## src/rtl/alu_seq_pkg.sv

```systemverilog
// Shared types and constants for the ALU operation sequencer.
// Instruction layout: [17:15] op, [14:10] rd, [9:5] rs2, [4:0] rs1.
package alu_seq_pkg;

    localparam int INSTR_W = 18;
    localparam int OP_W    = 3;
    localparam int REG_W   = 5;
    localparam int OP_LSB  = 15;
    localparam int RD_LSB  = 10;
    localparam int RS2_LSB = 5;
    localparam int RS1_LSB = 0;

    localparam logic [OP_W-1:0] OP_ADD = 3'd0;
    localparam logic [OP_W-1:0] OP_SUB = 3'd1;
    localparam logic [OP_W-1:0] OP_GTU = 3'd2;
    localparam logic [OP_W-1:0] OP_AND = 3'd3;
    localparam logic [OP_W-1:0] OP_OR  = 3'd4;
    localparam logic [OP_W-1:0] OP_XOR = 3'd5;

    typedef enum logic [1:0] {
        IDLE = 2'd0,
        READ = 2'd1,
        EXEC = 2'd2,
        WB   = 2'd3
    } state_t;

    function automatic logic op_is_legal(input logic [OP_W-1:0] op);
        return op <= OP_XOR;
    endfunction

endpackage

```

## src/rtl/alu_seq_decode.sv

```systemverilog
// Combinational instruction field extraction and illegal-opcode detection.
module alu_seq_decode
    import alu_seq_pkg::*;
#(
    parameter int ADDR_W = 5
) (
    input  logic [INSTR_W-1:0] instr,
    output logic [OP_W-1:0]    op,
    output logic [ADDR_W-1:0]  rd,
    output logic [ADDR_W-1:0]  rs2,
    output logic [ADDR_W-1:0]  rs1,
    output logic               illegal
);

    assign op      = instr[OP_LSB +: OP_W];
    assign rd      = ADDR_W'(instr[RD_LSB  +: REG_W]);
    assign rs2     = ADDR_W'(instr[RS2_LSB +: REG_W]);
    assign rs1     = ADDR_W'(instr[RS1_LSB +: REG_W]);
    assign illegal = !op_is_legal(op);

endmodule

```

## src/rtl/alu_op_sequencer.sv

```systemverilog
// Four-state sequencer: read operands, drive external ALU, write back one result.
// Optional build macro ALU_SEQ_R0_PROTECT_EN suppresses register-file writes to r0.
module alu_op_sequencer
    import alu_seq_pkg::*;
#(
    parameter int DATA_W = 32,
    parameter int ADDR_W = 5,
    parameter int CNT_W  = 16
) (
    input  logic               clk,
    input  logic               rst_n,
    input  logic               instr_valid,
    output logic               instr_ready,
    input  logic [INSTR_W-1:0] instr,
    output logic [ADDR_W-1:0]  rf_raddr1,
    output logic [ADDR_W-1:0]  rf_raddr2,
    input  logic [DATA_W-1:0]  rf_rdata1,
    input  logic [DATA_W-1:0]  rf_rdata2,
    output logic [DATA_W-1:0]  alu_a,
    output logic [DATA_W-1:0]  alu_b,
    output logic [2:0]         alu_sel,
    input  logic [DATA_W-1:0]  alu_result,
    output logic               rf_we,
    output logic [ADDR_W-1:0]  rf_waddr,
    output logic [DATA_W-1:0]  rf_wdata,
    output logic               busy,
    output logic               done,
    output logic [DATA_W-1:0]  result,
    output logic               err,
    output logic [CNT_W-1:0]   retired_cnt
);

    state_t              state_reg, state_next;
    logic [INSTR_W-1:0]  instr_reg;
    logic [DATA_W-1:0]   opa_reg, opb_reg, alu_res_reg, result_reg;
    logic [CNT_W-1:0]    cnt_reg;
    logic [OP_W-1:0]     dec_op;
    logic [ADDR_W-1:0]   dec_rd, dec_rs2, dec_rs1;
    logic                dec_illegal;
    logic                accept;
    logic                wr_allow;

    alu_seq_decode #(.ADDR_W(ADDR_W)) u_decode (
        .instr   (instr_reg),
        .op      (dec_op),
        .rd      (dec_rd),
        .rs2     (dec_rs2),
        .rs1     (dec_rs1),
        .illegal (dec_illegal)
    );

`ifdef ALU_SEQ_R0_PROTECT_EN
    assign wr_allow = (dec_rd != '0);
`else
    assign wr_allow = 1'b1;
`endif

    assign accept = instr_valid && instr_ready;

    always_ff @(posedge clk or negedge rst_n) begin
        if (!rst_n) begin
            state_reg <= IDLE;
        end else begin
            state_reg <= state_next;
        end
    end

    // Result and counter commit on the edge entering WB so they are visible alongside done.
    always_ff @(posedge clk or negedge rst_n) begin
        if (!rst_n) begin
            instr_reg   <= '0;
            opa_reg     <= '0;
            opb_reg     <= '0;
            alu_res_reg <= '0;
            result_reg  <= '0;
            cnt_reg     <= '0;
        end else begin
            if (accept) begin
                instr_reg <= instr;
            end
            if (state_reg == READ) begin
                opa_reg <= rf_rdata1;
                opb_reg <= rf_rdata2;
            end
            if (state_reg == EXEC) begin
                alu_res_reg <= alu_result;
                if (!dec_illegal) begin
                    result_reg <= alu_result;
                    if (cnt_reg != '1) begin
                        cnt_reg <= cnt_reg + CNT_W'(1);
                    end
                end
            end
        end
    end

    // Ready is masked by rst_n so nothing is offered while reset is held.
    always_comb begin
        state_next  = state_reg;
        instr_ready = 1'b0;
        busy        = 1'b0;
        done        = 1'b0;
        err         = 1'b0;
        rf_we       = 1'b0;
        case (state_reg)
            IDLE: begin
                instr_ready = rst_n;
                if (instr_valid && rst_n) begin
                    state_next = READ;
                end
            end
            READ: begin
                busy       = 1'b1;
                state_next = EXEC;
            end
            EXEC: begin
                busy       = 1'b1;
                state_next = WB;
            end
            WB: begin
                busy       = 1'b1;
                done       = 1'b1;
                err        = dec_illegal;
                rf_we      = !dec_illegal && wr_allow;
                state_next = IDLE;
            end
            default: state_next = IDLE;
        endcase
    end

    assign rf_raddr1   = dec_rs1;
    assign rf_raddr2   = dec_rs2;
    assign alu_a       = opa_reg;
    assign alu_b       = opb_reg;
    assign alu_sel     = dec_op;
    assign rf_waddr    = dec_rd;
    assign rf_wdata    = alu_res_reg;
    assign result      = result_reg;
    assign retired_cnt = cnt_reg;

endmodule

```

## config.mk

```make
export PLATFORM = sky130hd
export DESIGN_NAME = alu_op_sequencer
export DESIGN_NICKNAME = d
export VERILOG_FILES = /design/src/rtl/alu_seq_pkg.sv /design/src/rtl/alu_seq_decode.sv /design/src/rtl/alu_op_sequencer.sv
export SDC_FILE = /design/constraint.sdc
export NUM_CORES = 1
export LEC_CHECK = 0
export CORE_MARGIN = 3
export CORE_UTILIZATION = 38
export CTS_CLUSTER_DIAMETER = 80
export DETAILED_ROUTE_END_ITERATION = 7
export GPL_ROUTABILITY_DRIVEN = 0
export HOLD_SLACK_MARGIN = 0.03
export PLACE_DENSITY_LB_ADDON = 0.3
export SYNTH_ARGS = -nofsm -noshare
export SYNTH_HDL_FRONTEND = slang
export SYNTH_HIERARCHICAL = 1
export SYNTH_SLANG_ARGS = --single-unit
```

## constraint.sdc

```tcl
create_clock -name clk -period 1.6 [get_ports clk]
set_input_delay 0.32 -clock clk [delete_from_list [all_inputs] [get_ports clk]]
set_output_delay 0.32 -clock clk [all_outputs]
set_load 0.03 [all_outputs]
```

==> impl_metrics.toml <==
[sta]
setup-tns-final_ns = -0.703
fmax_mhz = 590
finalSetupViolations = 20
headroom_to_the_max_slew_limit_pct = 44.7
post-route-period-util_pct = 106
worst_hold_slack_ns = 0.106
period_minus_slack_ns = 1.70
slew_viol_final = 0
worst_slew_pin_slew_ns = 0.830
finClkSkew_ns = 0.00634
rsz_0062_raised_after_global_routing = "true"
final_critical_path_setup_slack_ns = -0.0956
report.final.hold_viol_count = 0

[power]
p_per_area_nw_per_um2 = 2320
internal_power_uw = 14400
power.ir.vdd_worst_mv = 1.04
power.share.clock_pct = 16.1
seq_power_share_pct = 29.7
sw_frac_of_total_pct = 40.8
cellLeakagePower_uw = 0.00471
power_spent_charging_and_discharging_nets_uw = 9910
combinational_cell_fraction_of_total_power_pct = 54.2

[setup_path]
reg2reg_slack_ns = -0.03
critical_path_buf_inv_count = 2
timing.reg2reg.worst_path_depth = 5
crit_type = "reg2out"
slowest_stage = "sky130_fd_sc_hd__dfrtp_1"
crit_family = "flip-flops"
cp-end-kind = "output port"
r2r-start = "state_reg[1]"
data_arrival_time_of_the_critical_path_ns = 1.38
largest_driver_fanout_on_the_critical_path = 3
worstPathRequired_ns = 1.28
crit_path_max_incr_delay_ns = 0.40
worstPathCellList = "buf_6 > ha_4 > and2_4 > buf_12"
rr_endpoint = "alu_a[5]"
worst_setup_path_start_kind = "register"

[drt]
detail_route.wirelength_mm = 17.7
routed-via-count = 4540
drc = 0
drt_pre_antenna_iters = 4
via_per_inst = 4.73
drt_iter0_drc = 157
drtAntennaViolNets = 0
wire_per_inst_um = 18.4

[placement]
dp_hpwl_mm = 12.7
placed_cells = 912
dpl_worst_slack_ns = 0.0299
port-buffer-count = 283

[cts]
clk_pin_slew_ns = 0.06
cts.hold.buffers_added = 0
clock_path_buffers = 2
cts_sinks = 164
cts_buffers = 17
ctsRootBufferMaster = "sky130_fd_sc_hd__clkbuf_16"
clk-insertion-delay-late_ns = 0.41
cts_tree = "built"
cts.htree.levels = 4

[floorplanning]
area_of_the_die_um2 = 18700
width_of_the_chip_um = 137
num_rows = 47
die_height_um = 137
initial_utilization_pct = 39.0
fp.coreArea_um2 = 16600
i_o_pins = 284

[cells_and_area]
final_layout_size_suffix_gt1_share_pct = 35.1
num-nets-final = 849
antenna_cells_inserted = 0
areaGrowthSynthToFinish_pct = 61.5
final-instance-count-excl-fill = 960

[global_route]
grt_pass1_wl_mm = 26.2
globalRoute.totalOverflow = 0
grt_use_total_pct = 18.3
pin_count_of_the_biggest_net_entering_global_routing = 165
first_global_vias = 4899
antenna_violations_before_repair = 0

[logic_synthesis]
yosys_warnings = 6
synthesis.area_per_instance_um2 = 15.7
synth.lib_cells_used.distinct = 29
number_of_register_bits_inferred_by_synthesis = 164
yosysTopAreaCell = "sky130_fd_sc_hd__dfrtp_1"
syn_area_um2 = 6480
synth.area.top_cells = "sky130_fd_sc_hd__dfrtp_1 (63%), sky130_fd_sc_hd__mux2_2 (26%), sky130_fd_sc_hd__buf_4 (2.2%), sky130_fd_sc_hd__xnor2_1 (1.5%), sky130_fd_sc_hd__buf_2 (1.0%)"
yosysSeqAreaShare_pct = 63.3
netlist_instances = 413
synth.top_cell.area_share_pct = 63.3
synthesis.nets = 535

[run_status]
violated_checks = "negative setup slack"
outcome = "finished with violations"

[flow_run]
cap_viol_max_count = 0

[min_path]
min_path_type = "in2async"
==> final cells by class <==
cell class	instances	area [um^2]
clock buffers	26	499
clock inverters	6	68.8
fillers	1323	6170
inverters	3	13.8
multi-input cells	211	2310
flip-flops and latches	164	4110
well taps	220	275
repair buffers	330	3200
==> synthesized netlist by cell type <==
cell,count
sky130_fd_sc_hd__nand2b_4,1
sky130_fd_sc_hd__nand2_1,9
sky130_fd_sc_hd__dfrtp_1,164
sky130_fd_sc_hd__o2111ai_1,1
sky130_fd_sc_hd__nand2b_1,1
sky130_fd_sc_hd__and3_1,1
sky130_fd_sc_hd__ha_1,5
sky130_fd_sc_hd__xnor2_1,11
sky130_fd_sc_hd__buf_4,19
sky130_fd_sc_hd__nand2_2,1
sky130_fd_sc_hd__xor2_1,4
sky130_fd_sc_hd__mux2_2,147
sky130_fd_sc_hd__and4_1,3
sky130_fd_sc_hd__nor2_1,3
sky130_fd_sc_hd__a31oi_1,1
sky130_fd_sc_hd__clkbuf_1,1
sky130_fd_sc_hd__nor3_2,1
sky130_fd_sc_hd__buf_2,13
sky130_fd_sc_hd__o21ai_0,1
sky130_fd_sc_hd__inv_1,3
sky130_fd_sc_hd__nor4_2,1
sky130_fd_sc_hd__nor2b_1,2
sky130_fd_sc_hd__and3_2,1
sky130_fd_sc_hd__nand3_1,5
sky130_fd_sc_hd__buf_6,2
sky130_fd_sc_hd__a41oi_4,1
sky130_fd_sc_hd__nor3_1,1
sky130_fd_sc_hd__nand4_1,7
sky130_fd_sc_hd__and2_1,3
==> worst register-to-register path: cells and delay by family (launching register included) <==
| kind | cells | cell delay, ns |
|---|---|---|
| muxes | 1 | 0.35 |
| buffers and inverters | 3 | 0.47 |
| adders and majority gates | 1 | 0.25 |
| DFF | 1 | 0.44 |
==> logic make-up (layout without fill, tap and decap cells) <==
kind of cell	count (synthesis)	in the layout	synth area share, %
xor gates and xnor gates	15	15	2.03
AOI/OAI and AO/OA	4	4	0.733
muxes	147	147	25.5
adders and majority gates	5	5	0.965
DFF	164	164	63.3
buffers and inverters	38	365	3.78
and+or+nand+nor	40	40	3.69
==> how the worst max path moves through the flow <==
stage | slack, ns | cells past startpoint | startpoint | to
floorplan | -0.01 | 9 | state_reg[0] | retired_cnt[9]
global placement | 0.08 | 5 | retired_cnt[0] | retired_cnt[1]
detailed placement | 0.03 | 5 | state_reg[1] | instr_reg[3]
CTS | -0.14 | 4 | state_reg[0] | err
global route | -0.15 | 4 | state_reg[0] | err
finish | -0.1 | 4 | state_reg[0] | err
==> layout by cell type (no fill, tap or decap), types with 5 or more instances in the layout <==
cell / count
sky130_fd_sc_hd__buf_6: 10
sky130_fd_sc_hd__dfrtp_1: 161
sky130_fd_sc_hd__clkbuf_16: 21
sky130_fd_sc_hd__clkdlybuf4s50_1: 115
sky130_fd_sc_hd__nand2_1: 9
sky130_fd_sc_hd__xnor2_1: 11
sky130_fd_sc_hd__dlygate4sd2_1: 152
sky130_fd_sc_hd__mux2_4: 20
sky130_fd_sc_hd__clkbuf_1: 5
sky130_fd_sc_hd__buf_12: 9
sky130_fd_sc_hd__buf_4: 28
sky130_fd_sc_hd__nand4_1: 7
sky130_fd_sc_hd__mux2_2: 127
==> layer usage <==
layer  wire length (um)  GRT usage (%)
met1               6570           20.2
met2               9640           33.0
met3               1100           6.25
met4                345           6.05
met5                  0              0
==> metrics by stage <==
| stage | util, % | instance area, um^2 | power (uW) |
|---|---|---|---|
| after floorplan | - | 6520 | 15200 |
| after global placement | 58.4 | 9720 | 20600 |
| after detailed placement | 58.4 | 9720 | 20900 |
| after CTS | 61.3 | 10200 | 23700 |
| after global routing | 62.9 | 10500 | 25500 |
| final | 62.9 | 10500 | 24300 |
==> power by group through the flow <==
stage	logic [uW]	clock network [uW]	registers [uW]
after detailed placement	13600	0	7340
after global routing	13800	4210	7500
final	13200	3900	7230
after floorplan	4540	0	10700
after global placement	13400	0	7200
after CTS	12500	4010	7240
==> repair_timing <==
item                       4_1_cts  5_1_grt
pin swaps                        1        6
setup endpoints to repair      167       31
cloned                           0        5
buffers inserted                 3        9
gates resized for setup        192       41
Power figures use the tool's default switching activity.
